## config.mk

```make
export PLATFORM = sky130hd
export DESIGN_NAME = line_fill_responder_flat
export DESIGN_NICKNAME = d
export VERILOG_FILES = /design/src/rtl/cache_mem_pkg.sv /design/src/rtl/line_fill_responder_if.sv /design/src/rtl/line_mem_array.sv /design/src/rtl/line_fill_responder.sv /design/src/flat_wrapper.sv
export SDC_FILE = /design/constraint.sdc
export NUM_CORES = 2
export LEC_CHECK = 0
export BUFFER_PORTS_ARGS = -buffer_cell sky130_fd_sc_hd__clkbuf_2
export CAP_MARGIN = 5
export CORE_AREA = 2 2 410 412
export CTS_BUF_LIST = sky130_fd_sc_hd__clkbuf_8
export DETAILED_ROUTE_END_ITERATION = 8
export DIE_AREA = 0 0 412 414
export PLACE_DENSITY = 0.65
export SLEW_MARGIN = 20
export SYNTH_ARGS = -nofsm -noshare
export SYNTH_HDL_FRONTEND = slang
export SYNTH_HIERARCHICAL = 1
export SYNTH_SLANG_ARGS = --single-unit
```

## constraint.sdc

```tcl
create_clock -name clk -period 3.3 [get_ports clk]
set_input_delay 0 -clock clk [delete_from_list [all_inputs] [get_ports clk]]
set_output_delay 0 -clock clk [all_outputs]
set_load 0.03 [all_outputs]
```

## src/rtl/cache_mem_pkg.sv

```systemverilog
// Shared types and width helpers for the line-fill responder and its storage.
// Defaults describe a 256-word array organised as 64 lines of 4 words.
package cache_mem_pkg;

    localparam int DEF_DATA_WIDTH   = 8;
    localparam int DEF_ADDR_WIDTH   = 8;
    localparam int DEF_LINE_WORDS   = 4;
    localparam int DEF_READ_LATENCY = 2;

    localparam int DEF_OFF_WIDTH  = $clog2(DEF_LINE_WORDS);
    localparam int DEF_LINE_WIDTH = DEF_ADDR_WIDTH - DEF_OFF_WIDTH;

    typedef enum logic [1:0] {
        IDLE     = 2'd0,
        RD_WAIT  = 2'd1,
        RD_BURST = 2'd2,
        WR_BURST = 2'd3
    } state_t;

    // Word-offset bits within a line.
    function automatic int off_width(input int line_words);
        return $clog2(line_words);
    endfunction

    // Line-address bits; line and offset together span the full word address.
    function automatic int line_width(input int addr_width, input int line_words);
        return addr_width - $clog2(line_words);
    endfunction

endpackage

```

## src/rtl/line_fill_responder_if.sv

```systemverilog
// Request / writeback / fill bus between a cache controller (master) and the
// line-fill responder (slave).
interface line_fill_responder_if
    import cache_mem_pkg::*;
#(
    parameter int DATA_WIDTH = DEF_DATA_WIDTH,
    parameter int ADDR_WIDTH = DEF_ADDR_WIDTH,
    parameter int LINE_WORDS = DEF_LINE_WORDS
) ();

    localparam int OFF_W  = off_width(LINE_WORDS);
    localparam int LINE_W = line_width(ADDR_WIDTH, LINE_WORDS);

    // Every channel uses the same rule: a transfer happens on a rising clk edge
    // where valid && ready; valid never waits for ready, and the producer holds
    // its payload stable while valid is high and ready is low.
    logic                  req_valid;
    logic                  req_ready;
    logic                  req_write;
    logic [LINE_W-1:0]     req_line;
    logic [OFF_W-1:0]      req_word;

    logic                  wdata_valid;
    logic                  wdata_ready;
    logic [DATA_WIDTH-1:0] wdata;

    logic                  rdata_valid;
    logic                  rdata_ready;
    logic [DATA_WIDTH-1:0] rdata;
    logic                  rdata_last;

    logic                  busy;
    state_t                state;

    modport master (
        output req_valid, req_write, req_line, req_word,
        output wdata_valid, wdata,
        output rdata_ready,
        input  req_ready, wdata_ready,
        input  rdata_valid, rdata, rdata_last,
        input  busy, state
    );

    modport slave (
        input  req_valid, req_write, req_line, req_word,
        input  wdata_valid, wdata,
        input  rdata_ready,
        output req_ready, wdata_ready,
        output rdata_valid, rdata, rdata_last,
        output busy, state
    );

endinterface

```

## src/rtl/line_mem_array.sv

```systemverilog
// Single-port word array: synchronous write, asynchronous read at the same address.
// Contents are never reset.
module line_mem_array #(
    parameter int DATA_WIDTH = 8,
    parameter int ADDR_WIDTH = 8
) (
    input  logic                  clk,
    input  logic                  i_we,
    input  logic [ADDR_WIDTH-1:0] i_addr,
    input  logic [DATA_WIDTH-1:0] i_wdata,
    output logic [DATA_WIDTH-1:0] o_rdata
);

    logic [DATA_WIDTH-1:0] r_mem [2**ADDR_WIDTH];

    always_ff @(posedge clk) begin
        if (i_we) begin
            r_mem[i_addr] <= i_wdata;
        end
    end

    assign o_rdata = r_mem[i_addr];

endmodule

```

## src/rtl/line_fill_responder.sv

```systemverilog
// Serves whole-line fills (critical word first, fixed read latency) and line
// writebacks against a local word array, one line transfer at a time.
module line_fill_responder
    import cache_mem_pkg::*;
#(
    parameter int DATA_WIDTH   = DEF_DATA_WIDTH,
    parameter int ADDR_WIDTH   = DEF_ADDR_WIDTH,
    parameter int LINE_WORDS   = DEF_LINE_WORDS,
    parameter int READ_LATENCY = DEF_READ_LATENCY
) (
    input logic                   clk,
    input logic                   reset,
    line_fill_responder_if.slave  bus
);

    localparam int OFF_W  = off_width(LINE_WORDS);
    localparam int LINE_W = line_width(ADDR_WIDTH, LINE_WORDS);

    localparam logic [OFF_W-1:0] LAST_BEAT = OFF_W'(LINE_WORDS - 1);
    localparam logic [OFF_W-1:0] ONE_BEAT  = OFF_W'(1);
    localparam logic [3:0]       WAIT_INIT = (READ_LATENCY > 0) ? 4'(READ_LATENCY - 1) : 4'd0;

    state_t              r_state;
    logic [LINE_W-1:0]   r_line;
    logic [OFF_W-1:0]    r_word;
    logic [OFF_W-1:0]    r_beat;
    logic [3:0]          r_wait;

    state_t              w_state_nxt;
    logic [LINE_W-1:0]   w_line_nxt;
    logic [OFF_W-1:0]    w_word_nxt;
    logic [OFF_W-1:0]    w_beat_nxt;
    logic [3:0]          w_wait_nxt;

    logic                w_req_ready;
    logic                w_wdata_ready;
    logic                w_rdata_valid;
    logic                w_rdata_last;
    logic                w_we;
    logic [OFF_W-1:0]    w_offset;
    logic [ADDR_WIDTH-1:0] w_addr;
    logic [DATA_WIDTH-1:0] w_mem_rdata;

    // Offset wraps inside the line, which gives critical-word-first order for free.
    assign w_offset = r_word + r_beat;
    assign w_addr   = {r_line, w_offset};

    always_ff @(posedge clk or posedge reset) begin
        if (reset) begin
            r_state <= IDLE;
            r_line  <= '0;
            r_word  <= '0;
            r_beat  <= '0;
            r_wait  <= '0;
        end else begin
            r_state <= w_state_nxt;
            r_line  <= w_line_nxt;
            r_word  <= w_word_nxt;
            r_beat  <= w_beat_nxt;
            r_wait  <= w_wait_nxt;
        end
    end

    always_comb begin
        w_state_nxt   = r_state;
        w_line_nxt    = r_line;
        w_word_nxt    = r_word;
        w_beat_nxt    = r_beat;
        w_wait_nxt    = r_wait;
        w_req_ready   = 1'b0;
        w_wdata_ready = 1'b0;
        w_rdata_valid = 1'b0;
        w_rdata_last  = 1'b0;
        w_we          = 1'b0;

        case (r_state)
            IDLE: begin
                w_req_ready = 1'b1;
                if (bus.req_valid) begin
                    w_line_nxt = bus.req_line;
                    w_word_nxt = bus.req_word;
                    w_beat_nxt = '0;
                    if (bus.req_write) begin
                        w_state_nxt = WR_BURST;
                    end else if (READ_LATENCY > 0) begin
                        w_state_nxt = RD_WAIT;
                        w_wait_nxt  = WAIT_INIT;
                    end else begin
                        w_state_nxt = RD_BURST;
                    end
                end
            end

            RD_WAIT: begin
                if (r_wait == 4'd0) begin
                    w_state_nxt = RD_BURST;
                end else begin
                    w_wait_nxt = r_wait - 4'd1;
                end
            end

            RD_BURST: begin
                w_rdata_valid = 1'b1;
                w_rdata_last  = (r_beat == LAST_BEAT);
                if (bus.rdata_ready) begin
                    w_beat_nxt = r_beat + ONE_BEAT;
                    if (r_beat == LAST_BEAT) begin
                        w_state_nxt = IDLE;
                    end
                end
            end

            WR_BURST: begin
                w_wdata_ready = 1'b1;
                if (bus.wdata_valid) begin
                    w_we       = 1'b1;
                    w_beat_nxt = r_beat + ONE_BEAT;
                    if (r_beat == LAST_BEAT) begin
                        w_state_nxt = IDLE;
                    end
                end
            end

            default: begin
                w_state_nxt = IDLE;
            end
        endcase
    end

    line_mem_array #(
        .DATA_WIDTH (DATA_WIDTH),
        .ADDR_WIDTH (ADDR_WIDTH)
    ) u_mem (
        .clk     (clk),
        .i_we    (w_we),
        .i_addr  (w_addr),
        .i_wdata (bus.wdata),
        .o_rdata (w_mem_rdata)
    );

    assign bus.req_ready   = w_req_ready;
    assign bus.wdata_ready = w_wdata_ready;
    assign bus.rdata_valid = w_rdata_valid;
    assign bus.rdata_last  = w_rdata_last;
    // Fill data is gated so the bus reads zero whenever no beat is offered.
    assign bus.rdata       = w_rdata_valid ? w_mem_rdata : '0;
    assign bus.busy        = (r_state != IDLE);
    assign bus.state       = r_state;

    a_ready_only_idle: assert property (@(posedge clk) disable iff (reset)
        bus.req_ready |-> !bus.busy);

    a_one_data_channel: assert property (@(posedge clk) disable iff (reset)
        !(bus.rdata_valid && bus.wdata_ready));

    a_fill_held_under_stall: assert property (@(posedge clk) disable iff (reset)
        (bus.rdata_valid && !bus.rdata_ready) |=> (bus.rdata_valid && $stable(bus.rdata_last)));

endmodule

```

## src/flat_wrapper.sv

```systemverilog
// flat-port wrapper written by rule: the top's interface ports become plain ports
module line_fill_responder_flat import cache_mem_pkg::*;
#(
    parameter int DATA_WIDTH   = DEF_DATA_WIDTH,
    parameter int ADDR_WIDTH   = DEF_ADDR_WIDTH,
    parameter int LINE_WORDS   = DEF_LINE_WORDS,
    parameter int READ_LATENCY = DEF_READ_LATENCY
)
  (clk, reset, bus_req_valid, bus_req_write, bus_req_line, bus_req_word, bus_wdata_valid, bus_wdata, bus_rdata_ready, bus_req_ready, bus_wdata_ready, bus_rdata_valid, bus_rdata, bus_rdata_last, bus_busy, bus_state);
  line_fill_responder_if #(.DATA_WIDTH(DATA_WIDTH), .ADDR_WIDTH(ADDR_WIDTH), .LINE_WORDS(LINE_WORDS)) bus_i ();
  input logic clk;
  input logic reset;
  input wire logic [$bits(bus_i.req_valid)-1:0] bus_req_valid;
  input wire logic [$bits(bus_i.req_write)-1:0] bus_req_write;
  input wire logic [$bits(bus_i.req_line)-1:0] bus_req_line;
  input wire logic [$bits(bus_i.req_word)-1:0] bus_req_word;
  input wire logic [$bits(bus_i.wdata_valid)-1:0] bus_wdata_valid;
  input wire logic [$bits(bus_i.wdata)-1:0] bus_wdata;
  input wire logic [$bits(bus_i.rdata_ready)-1:0] bus_rdata_ready;
  output wire logic [$bits(bus_i.req_ready)-1:0] bus_req_ready;
  output wire logic [$bits(bus_i.wdata_ready)-1:0] bus_wdata_ready;
  output wire logic [$bits(bus_i.rdata_valid)-1:0] bus_rdata_valid;
  output wire logic [$bits(bus_i.rdata)-1:0] bus_rdata;
  output wire logic [$bits(bus_i.rdata_last)-1:0] bus_rdata_last;
  output wire logic [$bits(bus_i.busy)-1:0] bus_busy;
  output wire logic [$bits(bus_i.state)-1:0] bus_state;
  assign bus_i.req_valid = bus_req_valid;
  assign bus_i.req_write = bus_req_write;
  assign bus_i.req_line = bus_req_line;
  assign bus_i.req_word = bus_req_word;
  assign bus_i.wdata_valid = bus_wdata_valid;
  assign bus_i.wdata = bus_wdata;
  assign bus_i.rdata_ready = bus_rdata_ready;
  assign bus_req_ready = bus_i.req_ready;
  assign bus_wdata_ready = bus_i.wdata_ready;
  assign bus_rdata_valid = bus_i.rdata_valid;
  assign bus_rdata = bus_i.rdata;
  assign bus_rdata_last = bus_i.rdata_last;
  assign bus_busy = bus_i.busy;
  assign bus_state = bus_i.state;
  line_fill_responder #(.DATA_WIDTH(DATA_WIDTH), .ADDR_WIDTH(ADDR_WIDTH), .LINE_WORDS(LINE_WORDS), .READ_LATENCY(READ_LATENCY)) u_core (.clk(clk), .reset(reset), .bus(bus_i));
endmodule
```

==> summary.txt <==
Outcome
  – Outcome: finished with violations
  – Failing checks: negative setup slack

Timing
  – Worst Setup Slack, final: -1.435 ns
  – Achievable frequency: 0.2112 GHz
  – Hold Violations, Final: 0
  – Final Critical Period: 4.735 ns
  – RSZ-0062 raised after global routing: yes
  – Total Negative Setup Slacks: -11.69 ns
  – Number of failing setup endpoints in the final timing report: 42
  – Worst hold slack after final layout: 0.09236 ns
  – Final worst clock skew: 0.05952 ns
  – Max-slew violations: 0
  – Normalized max-slew margin: 0.2389
  – Actual transition at the worst max-transition pin: 1.142 ns
  – Part of the cycle the worst path needs: 1.435

Clocking
  – Level count of the clock H-tree: 5
  – Register clock-pin slew on the reported worst setup and hold paths: 0.06 ns
  – Number of buffers inserted during clock tree synthesis: 346
  – Number of sinks handled by clock tree synthesis: 2064
  – Max clock buf depth: 4
  – Latest clock arrival within the worst-skew pair: 1.01 ns
  – TritonCTS clock tree: built
  – Root buf cell: clkbuf_8

Drt
  – Via count: 41571
  – First-pass detailed-route iteration total: 8
  – Total length of routed wires: 203300 um
  – Initial DRC Count: 4997
  – Vias per cell: 5.981
  – Count of unresolved DRC violations after routing: 0
  – Remaining antenna violation count: 0
  – Average detailed-routed wire length per instance: 29.26 um

Synth
  – Synthesized flop and latch total: 2064
  – Warnings, synthesis: 6
  – Synthesized netlist net count: 3651
  – Share of the yosys chip area belonging to registers: 0.7811
  – Count of unique library cells instantiated by Yosys: 36
  – Post-synthesis cell area: 79250 um2
  – Instance count of the mapped netlist: 3625
  – Average instance area after synthesis: 21.86 um2

Power
  – Power share of the sequential group: 0.297
  – Switching power total: 33.74 mW
  – Highest ir drop seen on vdd: 0.0006804 V
  – Net switching share of the total power: 0.3428
  – Power density over the cells: 1025 nW/um2
  – Leak pwr: 31.18 nW
  – Part of the power in combinational logic: 0.495
  – Internal power contribution: 64.68 mW
  – Relative contribution of the clock network to total power: 0.209

Worst setup path
  – Worst Path Required: 3.30 ns
  – Cell type with the highest occurrence count on the critical path: buf_12
  – WS Path Type: register to output port
  – Critical Path Sink Type: output port
  – Type of origin of the critical path: register
  – Delay contributed by the slowest stage of the critical path: 0.63 ns
  – CP max-delay cell: o41ai_4
  – Arr. time, crit path: 4.74 ns
  – Cell-by-cell trace of the critical path: ha_4 -> buf_12 -> buf_6 -> buf_12 -> mux4_2 -> a22oi_2 -> a21oi_2 -> o41ai_4 -> buf_4 -> nand4_1 -> and2_4 -> buf_2
  – Maximum fanout count along the critical path: 7

Die
  – Initial core utilization: 0.4766
  – Standard-cell rows: 150
  – Core Box Area: 166300 um2
  – Die Height: 414 um
  – I/O pin total: 37
  – Die outline area: 170600 um2
  – Die extent in x: 412 um

Global route
  – Remaining global-route overflow: 0
  – Via count of the first global-routing pass: 42309
  – First-pass GRT wire length: 292700 um
  – Number of antenna violations at the first check in global routing: 6
  – Global-route usage over all layers: 0.2373
  – Largest net degree at the start of global routing: 163

Placement
  – Half-perimeter wire length after detailed placement: 122600 um
  – Buffers on Ports: 36
  – Cell area after placement: 86410 um2
  – Post-place setup slack: -1.180 ns
  – Placer Congestion: 0.8322

Layout
  – Post-route core utilization: 0.5777
  – Layout cell share with drive strength beyond 1: 0.3990
  – Nets: 4537
  – Finished Cell Area: 96060 um2
  – Number of filler instances in the final layout: 12132
  – Syn-to-layout area delta: 21.21%

Min path
  – Hold WC Path Type: input pin to register

Run
  – Max-capacitance violation count: 0
-- cells in the mapped netlist, drive strengths merged --
cell / number / area, um2
or2: 3 / 18.77
buf: 89 / 568.1
and2b: 2 / 15.01
nand2b: 9 / 56.30
a21oi: 132 / 660.6
nand2: 31 / 116.4
edfxtp: 2048 / 61500
xnor2: 2 / 17.52
and3: 1 / 6.260
nor3: 31 / 155.2
a311oi: 1 / 8.760
dfrtp: 16 / 400.4
inv: 8 / 30.03
mux2: 10 / 112.6
ha: 4 / 50.05
a211oi: 3 / 27.52
a22oi: 256 / 1922
and4bb: 1 / 12.51
clkbuf: 146 / 548.0
or3: 1 / 6.260
mux4: 512 / 11530
nand4: 8 / 50.05
nor3b: 3 / 33.78
o221ai: 1 / 8.760
o41ai: 32 / 280.3
nor2: 234 / 878.3
nand3: 16 / 80.08
and2: 14 / 87.58
o22ai: 2 / 12.51
o21ai: 2 / 10.01
nor2b: 7 / 43.79
-- power groups by stage --
| stage | registers [mW] | clock network [mW] | logic, mW |
|---|---|---|---|
| CTS | 29.2 | 20.9 | 45.3 |
| finish | 29.2 | 20.5 | 48.7 |
| floorplan | 29.7 | 0 | 24.5 |
| global route | 29.2 | 22.0 | 50.7 |
| global placement | 29.7 | 0 | 39.9 |
| detailed placement | 29.7 | 0 | 40.0 |
-- worst max-delay path, delay by kind of cell, from the launching register on --
kind	cells	cell delay, ns
AOI/OAI and AO/OA	3	1.02
buffers and inverters	5	0.90
muxes	1	0.51
adders and majority gates	1	0.46
and+or+nand+nor	2	0.43
DFF	1	0.42
-- routing by layer --
metal	vias to the layer above	share of wire	global-route usage
met2	2054	0.48	0.3686
met1	21987	0.40	0.3376
met3	330	0.088	0.05045
met5	-	0.000064	0
li1	17198	-	-
met4	2	0.029	0.07905
-- cell type report --
class	instances	area (um2)	share of cell area
inverters	8	30.03	0.0003126
clock inverters	222	1170	0.01218
repair buffers	773	7700	0.08016
clock buffers	357	4913	0.05115
flip-flops and latches	2064	61900	0.6444
well taps	2204	2758	0.02871
multi-input cells	1318	17580	0.1830
diodes	4	10.01	0.0001042
-- state kept, by name, summed over array words and instances (netlist names) --
name / flops
u_core/u_mem/r_mem: 2048
u_core/r_word: 2
u_core/bus.state: 2
u_core/r_wait: 4
u_core/r_beat: 2
u_core/r_line: 6
-- repair_timing --
action                                  in CTS  in global routing
gates resized for setup                    231                155
endpoints found under the hold margin     2045                  0
pin swaps                                   34                 51
hold buffers                                47                  0
buffers inserted                            40                 62
gates cloned                                 9                  6
endpoints found under the setup margin     425                153
-- logic make-up (layout without fill, tap and decap cells) --
family,Yosys count,count (layout),synth area share
AND/OR/NAND/NOR,361,361,0.01969
buffers and inverters,243,1360,0.01446
other,0,4,0
multiplexers,522,522,0.1469
adder cells (fa/ha/maj),4,4,0.0006316
flip-flops,2064,2064,0.7811
XOR/XNOR,2,2,0.0002211
AO/OA/AOI/OAI,429,429,0.03698
-- through the flow --
stage          power, mW  instances
2_1_floorplan      54.19       3625
3_3_place_gp       69.61       6206
3_5_place_dp       69.74       6206
4_1_cts            95.44       6881
5_1_grt            102.0       6949
6_report           98.42       6950
-- worst paths after layout --
| kind | start | to | slack, ns | depth (start not counted) |
|---|---|---|---|---|
| worst max-delay path | u_core/r_beat[0] | bus_rdata[4] | -1.44 | 12 |
| worst min-delay path | bus_wdata[0] | u_core/u_mem/r_mem[92][0] | 0.09 | 2 |
| worst max register to register | u_core/r_beat[0] | u_core/u_mem/r_mem[221][3] | -0.05 | 14 |
| worst min register to register | u_core/r_wait[1] | u_core/r_wait[1] | 0.58 | 2 |
| max in group asynchronous | reset | u_core/r_line[4] | 2.45 | 4 |
| min in group asynchronous | reset | u_core/r_line[3] | 0.29 | 4 |
-- layout by cell type, fill, tap and decap left out, drive strengths merged, types with 9 or more instances in the layout --
cell / netlist / routed
a21oi: 132 / 132
inv: 8 / 115
bufinv: 0 / 10
nand2b: 9 / 9
nor2: 234 / 234
nand2: 31 / 31
clkbuf: 146 / 387
mux4: 512 / 512
a22oi: 256 / 256
o41ai: 32 / 32
buf: 89 / 694
dlygate4sd3: 0 / 47
nand3: 16 / 16
mux2: 10 / 10
edfxtp: 2048 / 2048
nor3: 31 / 31
dfrtp: 16 / 16
and2: 14 / 14
clkinv: 0 / 100
Power figures use the tool's default switching activity.
